**src/rtl/pixel_ram_arbiter_pkg.sv**
```systemverilog
// Shared definitions for the pixel frame-buffer arbiter: one-hot state
// encoding, the default frame-buffer window base, and the byte-select to
// SPRAM nibble-mask expansion.
package pixel_ram_arbiter_pkg;

  // One-hot arbiter states; ack_o is decoded straight from the WB_ACK flop.
  typedef enum logic [1:0] {
    ARB_IDLE   = 2'b01,
    ARB_WB_ACK = 2'b10
  } arb_state_t;

  // Default Wishbone window for the frame buffer (16K words at 0x4000).
  localparam logic [15:0] DEFAULT_FB_BASE = 16'h4000;

  // SPRAM write masks are per nibble, so each byte select covers two bits.
  function automatic logic [3:0] sel_to_maskwren(input logic [1:0] sel);
    return {sel[1], sel[1], sel[0], sel[0]};
  endfunction

endpackage

```
**src/rtl/pixel_ram_arbiter.sv**
```systemverilog
// Arbitrates one SPRAM frame buffer between the LED-matrix scan reader
// (priority, one access per cycle) and the Wishbone CPU port. The CPU is
// guaranteed a slot after at most STARVE_LIMIT consecutive display grants,
// and its ack is a single registered pulse one cycle after the RAM access.
module pixel_ram_arbiter
  import pixel_ram_arbiter_pkg::*;
#(
  parameter int ADDRESS_WIDTH  = 16,
  parameter int DATA_WIDTH     = 16,
  parameter int DATA_BYTES     = 2,
  parameter int MEM_ADDR_WIDTH = 14,
  parameter logic [ADDRESS_WIDTH-1:0] BASE_ADDRESS = DEFAULT_FB_BASE,
  parameter int STARVE_LIMIT   = 8
) (
  input  logic                      clk_i,
  input  logic                      rst_i,
  input  logic [ADDRESS_WIDTH-1:0]  adr_i,
  input  logic [DATA_WIDTH-1:0]     dat_i,
  output logic [DATA_WIDTH-1:0]     dat_o,
  input  logic                      we_i,
  input  logic [DATA_BYTES-1:0]     sel_i,
  input  logic                      stb_i,
  input  logic                      cyc_i,
  output logic                      ack_o,
  input  logic                      disp_req_i,
  input  logic [MEM_ADDR_WIDTH-1:0] disp_addr_i,
  output logic                      disp_gnt_o,
  output logic                      disp_valid_o,
  output logic [15:0]               disp_data_o,
  output logic [MEM_ADDR_WIDTH-1:0] ram_addr_o,
  output logic [15:0]               ram_data_o,
  output logic [3:0]                ram_maskwren_o,
  output logic                      ram_wren_o,
  input  logic [15:0]               ram_data_i
);

  localparam int CNT_W = $clog2(STARVE_LIMIT + 1);
  localparam logic [CNT_W-1:0] STARVE_MAX = CNT_W'(STARVE_LIMIT);

  arb_state_t                state_q, state_d;
  logic [CNT_W-1:0]          starve_cnt_q, starve_cnt_d;
  logic [MEM_ADDR_WIDTH-1:0] addr_q;
  logic                      we_q;
  logic                      wb_hit;
  logic                      wb_pend;
  logic                      wb_win;
  logic                      disp_win;

  // Only accesses inside the frame-buffer window are ever serviced.
  assign wb_hit  = cyc_i & stb_i &
                   (adr_i[ADDRESS_WIDTH-1:MEM_ADDR_WIDTH] ==
                    BASE_ADDRESS[ADDRESS_WIDTH-1:MEM_ADDR_WIDTH]);
  assign wb_pend = wb_hit;

  // Pick the owner of this cycle's RAM slot and track display-induced starvation.
  always_comb begin
    state_d      = state_q;
    starve_cnt_d = starve_cnt_q;
    wb_win       = 1'b0;
    disp_win     = 1'b0;
    if (!rst_i) begin
      case (state_q)
        ARB_IDLE: begin
          if (wb_pend && (!disp_req_i || starve_cnt_q == STARVE_MAX)) begin
            wb_win       = 1'b1;
            state_d      = ARB_WB_ACK;
            starve_cnt_d = '0;
          end else begin
            disp_win = disp_req_i;
            if (!wb_pend) begin
              starve_cnt_d = '0;
            end else if (disp_req_i && starve_cnt_q != STARVE_MAX) begin
              starve_cnt_d = starve_cnt_q + 1'b1;
            end
          end
        end
        ARB_WB_ACK: begin
          disp_win = disp_req_i;
          state_d  = ARB_IDLE;
        end
        default: begin
          state_d = ARB_IDLE;
        end
      endcase
    end
  end

  // Drive the SPRAM port from whichever side won; an idle slot keeps the last address.
  always_comb begin
    ram_addr_o     = addr_q;
    ram_maskwren_o = 4'b0000;
    ram_wren_o     = 1'b0;
    ram_data_o     = dat_i;
    if (wb_win) begin
      ram_addr_o     = adr_i[MEM_ADDR_WIDTH-1:0];
      ram_maskwren_o = sel_to_maskwren(sel_i);
      ram_wren_o     = we_i & (|sel_i);
    end else if (disp_win) begin
      ram_addr_o = disp_addr_i;
    end
  end

  assign disp_gnt_o  = disp_win;
  assign ack_o       = (state_q == ARB_WB_ACK);
  assign dat_o       = (ack_o && !we_q) ? ram_data_i : '0;
  assign disp_data_o = disp_valid_o ? ram_data_i : 16'h0000;

  // State, starvation counter, held address and per-transaction flags.
  always_ff @(posedge clk_i or posedge rst_i) begin
    if (rst_i) begin
      state_q      <= ARB_IDLE;
      starve_cnt_q <= '0;
      addr_q       <= '0;
      we_q         <= 1'b0;
      disp_valid_o <= 1'b0;
    end else begin
      state_q      <= state_d;
      starve_cnt_q <= starve_cnt_d;
      addr_q       <= ram_addr_o;
      disp_valid_o <= disp_gnt_o;
      if (wb_win) begin
        we_q <= we_i;
      end
    end
  end

endmodule

```
**config.mk**
```make
export PLATFORM = sky130hd
export DESIGN_NAME = pixel_ram_arbiter
export DESIGN_NICKNAME = d
export VERILOG_FILES = /design/src/rtl/pixel_ram_arbiter_pkg.sv /design/src/rtl/pixel_ram_arbiter.sv
export SDC_FILE = /design/constraint.sdc
export NUM_CORES = 1
export LEC_CHECK = 0
export ABC_CLOCK_PERIOD_IN_PS = 4300
export CAP_MARGIN = 20
export CORE_AREA = 5 5 77 79
export CTS_BUF_LIST = sky130_fd_sc_hd__clkbuf_8
export CTS_CLUSTER_SIZE = 30
export DETAILED_ROUTE_END_ITERATION = 10
export DIE_AREA = 0 0 82 84
export PLACE_DENSITY = 0.81
export SETUP_SLACK_MARGIN = 0.02
export SYNTH_ARGS = -nofsm -noshare
export SYNTH_HDL_FRONTEND = slang
export SYNTH_SLANG_ARGS = --single-unit
```
**constraint.sdc**
```tcl
create_clock -name clk_i -period 4.3 [get_ports clk_i]
set_input_delay 0.86 -clock clk_i [delete_from_list [all_inputs] [get_ports clk_i]]
set_output_delay 0.86 -clock clk_i [all_outputs]
set_load 0.01 [all_outputs]
```
; After elaboration in Yosys (flattened, before gate mapping)
; Cells that the tools add are included.
[word_totals]
reg_bits = 22
input_bits = 70
output_inout_bits = 70
wordCells = 43
[classes]
n_addsub = 1
eq_ne = 7
mux = 17
bitwise_logic = 4
n_reduce_logical = 9
[op_table]
columns = cell, n
row1 = $mux 16, 2
row2 = $mux 14, 2
row3 = $mux 4, 4
row4 = $mux 1, 6
row5 = $add 4x1->4 const B, 1
row6 = $eq 2x1->1 const B, 2
row7 = $eq 4x4->1 const B, 1
row8 = $mux 2, 2
row9 = $ne 4x4->1 const B, 1
row10 = $and 1x1->1, 3
row11 = $logic_and 1x1->1, 3
row12 = $ne 3x1->1 const B, 1
row13 = $reduce_and 3->1, 1
row14 = $eq 2x2->1 const B, 1
row15 = $logic_not 1->1, 2
row16 = $ne 2x2->1 const B, 1
row17 = $pmux 1 s2, 1
row18 = $reduce_and 2->1, 1
row19 = $reduce_or 2->1, 1
row20 = $logic_or 1x1->1, 1
row21 = $not 1->1, 1

; Depth between registers and ports, before layout
[depth]
word_depth = 8
ltp_mapped = 7
depth_no_buf = 6

; Worst setup path before layout
; OpenSTA, ideal clock, no wires.
[synth_timing]
path_kind = input to output
from = in adr_i[15]
to = out ram_addr_o[10]
t_arrival_ns = 2.058
required_ns = 3.440
slack_ns = 1.382
path_stages = 5
path_buffers = 1
path_cell_list = nand4b_2 > o311ai_4 > buf_8 > mux2i_1 > a21oi_1
[synth_between]
elab_chain_cells = 8
elab_cells_between_ends = 11
cone_classes = 1 x eq/ne / 8 x mux / 1 x bitwise / 1 x reduce/logical
[synth_lines]
columns = item, line
row1 = start: declaration, pixel_ram_arbiter.sv:17  ; input logic [ADDRESS_WIDTH-1:0] adr_i,
row2 = $eq 2x1->1 *, pixel_ram_arbiter.sv:51  ; (adr_i[ADDRESS_WIDTH-1:MEM_ADDR_WIDTH] ==
row3 = $and 1x1->1 *, pixel_ram_arbiter.sv:50  ; assign wb_hit = cyc_i & stb_i &
row4 = $logic_and 1x1->1 *, pixel_ram_arbiter.sv:64  ; if (wb_pend && (!disp_req_i || starve_cnt_q == STARVE_MAX)) begin
row5 = $mux 1, pixel_ram_arbiter.sv:64
row6 = $pmux 1 s2, pixel_ram_arbiter.sv:62  ; case (state_q)
row7 = $mux 1, pixel_ram_arbiter.sv:61  ; if (!rst_i) begin
row8 = $mux 14, pixel_ram_arbiter.sv:98  ; end else if (disp_win) begin
row9 = $mux 14 *, pixel_ram_arbiter.sv:94  ; if (wb_win) begin
row10 = end: declaration, pixel_ram_arbiter.sv:30  ; output logic [MEM_ADDR_WIDTH-1:0] ram_addr_o,
; Every way passes the cells marked *; elsewhere a longest branch is shown, timed or not.

; Final worst setup path
[layout_timing]
from = in rst_i
to = out ram_addr_o[0]
[layout_between]
elab_chain_cells = 3
elab_cells_between_ends = 4
cone_classes = 4 x mux
[layout_lines]
columns = item, line
row1 = start: declaration, pixel_ram_arbiter.sv:16  ; input logic rst_i,
row2 = $mux 1, pixel_ram_arbiter.sv:61
row3 = $mux 14, pixel_ram_arbiter.sv:98
row4 = $mux 14 *, pixel_ram_arbiter.sv:94
; Marked as above.

==> summary.md <==
| Metric | Value |
|---|---|
| Nets | `324` |
| Hold Crit Start | `we_q` |
| Largest net degree at the start of global routing | `33` |
| Critical Path RT | `3.44 ns` |
| DP Cell Count | `316` |
| Crit-path leading delay family | `buffers and inverters` |
| CP endpoint kind | `output pin` |
| All-layer global routing usage | `0.119` |
| Min-delay worst type | `flip-flop to flip-flop` |
| Crit-path max FO | `32` |
| Synth Cell Area | `0.00150 mm²` |
| Sequential fraction of the synthesis area | `0.368` |
| Syn Nets | `235` |
| Hold Fails Final Rpt | `0` |
| H-tree depth | `1` |
| Worst path cell trace | `clkdlybuf4s50_1 -> nand2b_1 -> a211o_2 -> nor2_1 -> a21oi_1 -> clkdlybuf4s50_1` |
| DR WL/cell | `13.4 µm` |
| DP Wirelength | `3580 µm` |
| Internal power | `0.689 mW` |
| Num CTS Buffers | `3` |
| Global-route wire length before repair | `6510 µm` |
| Die X | `82 µm` |
| Grt met3 use | `0.0454` |
| Setup WS post-layout | `0.377 ns` |
| Slew headroom | `0.443` |
| Minimum clock period | `3.92 ns` |
| YS warnings | `0` |
| Synth Instances | `161` |
| Post_cts resized | `0` |
| Sequential group share of total power | `0.316` |
| Switching Fraction | `0.323` |
| Area of the multi-input gates | `746 µm²` |
| Critical Path AT | `3.06 ns` |
| Total grt overflow | `0` |
| Yosys reg bits | `22` |
| Sw Pwr | `0.329 mW` |
| Clk pwr share | `0.123` |
| Residual DRC | `0` |
| CTS Buffer Depth | `2` |
| Die Area | `0.00689 mm²` |
| Most used routing layer | `met2` |
| Fmax | `255 MHz` |
| Clk slew on worst S/H paths | `0.07 ns` |
| DRT antenna net count | `0` |
| Count of final setup violators | `0` |
| Slew Viols, Final | `0` |
| Core ar. | `0.00527 mm²` |
| Clock Latency Late Sink | `0.25 ns` |
| Die extent in y | `84 µm` |
| CP dominant cell by count | `clkdlybuf4s50_1` |
| Vias in the first global route | `1418` |
| RSZ-0062 raised after global routing | `no` |
| CTS Sinks | `22` |
| Avg Inst Size Synth | `9.32 µm²` |
| Clk root buf | `clkbuf_8` |
| Status | `completed` |
| Critical Path Max Stage Delay | `0.58 ns` |
| Routability Congestion | `0.762` |
| PD cells | `398 mW/mm²` |
| Clk_skew | `0.00458 ns` |
| IO Pins | `140` |
| Floorplan row count | `27` |
| Number of port buffers | `107` |
| Routed via count | `1443` |
| Crit path max-delay cell type | `clkdlybuf4s50_1` |
| Synth-to-Final Area Change | `70.5%` |
| Initial antenna violation count | `0` |
| Post-synth EDFFs | `0` |
| Commonest register cell after synthesis | `dfrtp_1` |
| Gate power share | `0.561` |
| Pre-CTS setup slack | `0.0135 ns` |
| Critical path type | `input port to output pin` |
| Antenna cells | `0` |
| Critical R2R Launch | `state_q[0]` |
| VDD IR max | `268 µV` |
| Met1 Use GR | `0.116` |
| TritonCTS clock tree | `built` |
| Leakage Power | `1.13 nW` |
| Period utilization | `0.912` |
| Filler Cells Inserted | `522` |
| Crit path buffers/inverters | `2` |
| Met2 Track Usage GR | `0.226` |
| Final wirelength | `4310 µm` |
| Hold_ws | `0.511 ns` |
| Layout Cells excl Fill | `321` |
| Post-Route Setup TNS | `0 ns` |
| CP Launch Point | `rst_i` |
| CP Launch Type | `input port` |
| Yosys cell types | `31` |
| Register area | `552 µm²` |
| DR iter-0 viols | `12` |
| Asr flop ratio synth | `1.00` |
| 1st-pass router iterations | `3` |
| Total of max-cap violations | `0` |
| Layout cells sized above 1 | `0.0602` |
| Least-Margin Pin Slew | `0.834 ns` |
| Initial core utilization | `0.285` |
| Avg Vias per Cell | `4.50` |
-- cell usage after synthesis, types with 2 or more instances --
master | n | area share
a21oi_1 | 15 | 0.050
a22o_1 | 2 | 0.012
and2_1 | 32 | 0.13
buf_4 | 18 | 0.090
clkbuf_1 | 5 | 0.013
dfrtp_1 | 21 | 0.35
ha_1 | 4 | 0.033
inv_1 | 9 | 0.023
mux2_2 | 2 | 0.015
mux2i_1 | 14 | 0.093
nor2_1 | 18 | 0.045
nor2b_1 | 2 | 0.0083
-- metal layers --
layer	wire, µm	up-vias
li1	-	691
met1	1550	669
met2	2130	79
met3	609	4
met4	21	0
met5	0	-
-- final cells by class --
class,instances,area share
multi-input combinational,106,0.292
clock buffer,3,0.0161
clock inverter,1,0.00147
inverter,9,0.0132
tap,72,0.0352
timing repair buffer,108,0.427
sequential,22,0.216
-- worst paths after layout --
path,slack (ns),depth (start not counted),endpoint
worst max-delay path,0.38,6,ram_addr_o[0]
worst min-delay path,0.51,1,we_q
worst max register to register,2.32,7,addr_q[0]
worst min register to register,0.51,1,we_q
max in group asynchronous,2.58,2,addr_q[2]
min in group asynchronous,1.20,2,addr_q[10]
-- what timing repair did --
action,in CTS,in global routing
hold buffers,0,0
setup endpoints to repair,0,14
setup buffers,0,1
-- sequential cells by signal (all words and copies together), names as in the netlist --
| signal | flops |
|---|---|
| starve_cnt_q | 4 |
| state_q | 2 |
| we_q | 1 |
| disp_valid_o | 1 |
| addr_q | 14 |
-- cell families after synthesis --
group | after synthesis | synth area share
adder cells (fa/ha/maj) | 4 | 0.0334
AO/OA/AOI/OAI | 25 | 0.115
AND/OR/NAND/NOR | 61 | 0.240
flip-flops | 22 | 0.368
buffers and inverters | 33 | 0.135
multiplexers | 16 | 0.108
-- placed cells by master, fill, tap and decap left out, types with 2 or more instances in the layout --
cell type	netlist	routed
clkdlybuf4s50_1	0	107
and2_1	32	32
dfrtp_1	21	21
nor2_1	18	18
a21oi_1	15	15
mux2i_1	14	14
inv_1	9	10
ha_1	4	4
clkbuf_8	0	3
nor2b_1	2	2
mux2_2	2	2
a22o_1	2	2
-- power by group through the flow --
stage	Sequential, mW	Combinational [mW]	Clock [mW]
4_1_cts	0.324	0.569	0.132
6_report	0.322	0.570	0.125
5_1_grt	0.333	0.616	0.143
3_3_place_gp	0.324	0.555	0
3_5_place_dp	0.328	0.565	0
2_1_floorplan	0.315	0.292	0
-- per-stage QoR --
stage / power (mW) / area [µm²] / utilization
2_1_floorplan: 0.607 / 1500 / -
3_3_place_gp: 0.879 / 2490 / 0.473
3_5_place_dp: 0.893 / 2490 / 0.473
4_1_cts: 1.02 / 2540 / 0.481
5_1_grt: 1.09 / 2560 / 0.485
6_report: 1.02 / 2560 / 0.485
(Power assumes the default switching activity.)
==> RTL change (same flow settings) <==
Set the parameter `MEM_ADDR_WIDTH` to 13 (it was 14).
--- a/src/rtl/pixel_ram_arbiter.sv
+++ b/src/rtl/pixel_ram_arbiter.sv
@@ -9,5 +9,5 @@
   parameter int DATA_WIDTH     = 16,
   parameter int DATA_BYTES     = 2,
-  parameter int MEM_ADDR_WIDTH = 14,
+  parameter int MEM_ADDR_WIDTH = 13,
   parameter logic [ADDRESS_WIDTH-1:0] BASE_ADDRESS = DEFAULT_FB_BASE,
   parameter int STARVE_LIMIT   = 8
Interface: changed (resized disp_addr_i and ram_addr_o); port bits go from 140 to 138. No check against the original RTL was run, so the function may have changed too.
==> RTL change against the original RTL <==
  * Wire length rose by 10%
  * Area after synthesis rose by 1.5%
  * Critical path type unchanged
  * Power fell by 14%
  * Sequential cell count fell by 1
  * First-iteration DRC count rose by 140%
  * Cell area fell by 0.15%
  * Largest cell class unchanged
  * Setup slack improved by 0.0052 ns
==> RTL change: results (changes against the original RTL) <==
first drt pass iteration count = 4 (was 3)
status = finished clean (unchanged)
peak supply drop = 227 uV (was 268 uV)
placed cells = 337 (was 316)
Area after DPL = 2510 sq um (was 2490 sq um)
PortBufs = 105 (was 107)
layout cells sized above 1 = 4.46% (was 6.02%)
top cells by area, synth = dfrtp_1 33%, and2_1 13%, buf_4 9.4% (was dfrtp_1 35%, and2_1 13%, mux2i_1 9.3%)
GP Congestion = 0.746 (was 0.762)
met2 WL = 2280 um (was 2130 um)
largest net degree at the start of global routing = 31 (was 33)
leading registers by flop count = addr_q: 13 flops, starve_cnt_q: 4 flops, state_q: 2 flops (was addr_q: 14 flops, starve_cnt_q: 4 flops, state_q: 2 flops)
wire per inst = 13.9 um (was 13.4 um)
post-synthesis sequential area ratio = 34.6% (was 36.8%)
Async SR Flop Fraction = 100% (unchanged)
WL met1 = 1770 um (was 1550 um)
HPWL after DPL = 3910 um (was 3580 um)
routed length on met3 = 655 um (was 609 um)
Crit Path Max Fanout = 14 (was 32)
worst reg2reg path depth = 5 (was 7)
GRT met3 Usage = 4.21% (was 4.54%)
first-pass GRT wire length = 7370 um (was 6510 um)
clock skew = 0.00162 ns (was 0.00458 ns)
1st-iter DRT viols = 29 (was 12)
GR Util met2 = 23.5% (was 22.6%)
top cells by count, synth = 32 x and2_1, 20 x dfrtp_1, 19 x buf_4, 17 x nor2_1 (was 32 x and2_1, 21 x dfrtp_1, 18 x buf_4, 18 x nor2_1, 15 x a21oi_1)
sw power = 289 uW (was 329 uW)
Post-Syn Instances = 182 (was 161)
Lkg Pwr = 1.01 nW (was 1.13 nW)
GRT Overall Usage = 13.2% (was 11.9%)
post-place setup slack = 0.369 ns (was 0.0135 ns)
Syn Nets = 255 (was 235)
final wirelength = 4740 um (was 4310 um)
-- RTL change: cell count changes after synthesis, moves of 3 or more --
cell / before / now
a31oi_1: 0 / 13
a21oi_1: 15 / 2
nand2_1: 1 / 5
clkbuf_1: 5 / 2
o21ai_0: 1 / 15
mux2i_1: 14 / 0
o21ai_1: 0 / 3
nand3_1: 1 / 15
buf_2: 0 / 3
-- RTL change: worst paths after layout --
path | start | end | slack [ns]
worst max-delay path | adr_i[13] | ram_addr_o[10] | 0.38
worst min-delay path | we_q | we_q | 0.50
worst max register to register | state_q[0] | we_q | 2.34
worst min register to register | we_q | we_q | 0.50
max in group asynchronous | rst_i | state_q[0] | 2.97
min in group asynchronous | rst_i | state_q[1] | 1.06
-- RTL change: layout make-up --
type,instances,area [sq um]
Tap cell,72,90.1
Multi-Input combinational cell,123,762
Fill cell,514,2720
Sequential cell,21,527
Clock inverter,1,3.75
Clock buffer,3,41.3
Inverter,11,41.3
Timing Repair Buffer,110,1090
-- RTL change: worst max-delay path: stages --
cell,delay (ns)
clkdlybuf4s50_1,0.39
nand3b_1,0.29
a2111oi_4,0.32
buf_4,0.24
o21ai_0,0.14
a31oi_1,0.23
clkdlybuf4s50_1,0.58
-- RTL change: stage by stage --
| step | total power [mW] | utilization [%] |
|---|---|---|
| CTS | 0.888 | 48.5 |
| detailed placement | 0.753 | 47.6 |
| finish | 0.877 | 48.5 |
| floorplan | 0.497 | - |
| global placement | 0.744 | 47.6 |
| global route | 0.944 | 48.5 |
-- RTL change: cell families (layout without fill, tap and decap cells) --
logic type	count (synthesis)	count (layout)	share of synthesized area (%)
buffers and inverters	38	125	15.4
adder cells (fa/ha/maj)	4	4	3.29
flip-flops	21	21	34.6
AND/OR/NAND/NOR	77	77	28.3
AO/OA/AOI/OAI	41	41	17.7
multiplexers	1	1	0.739
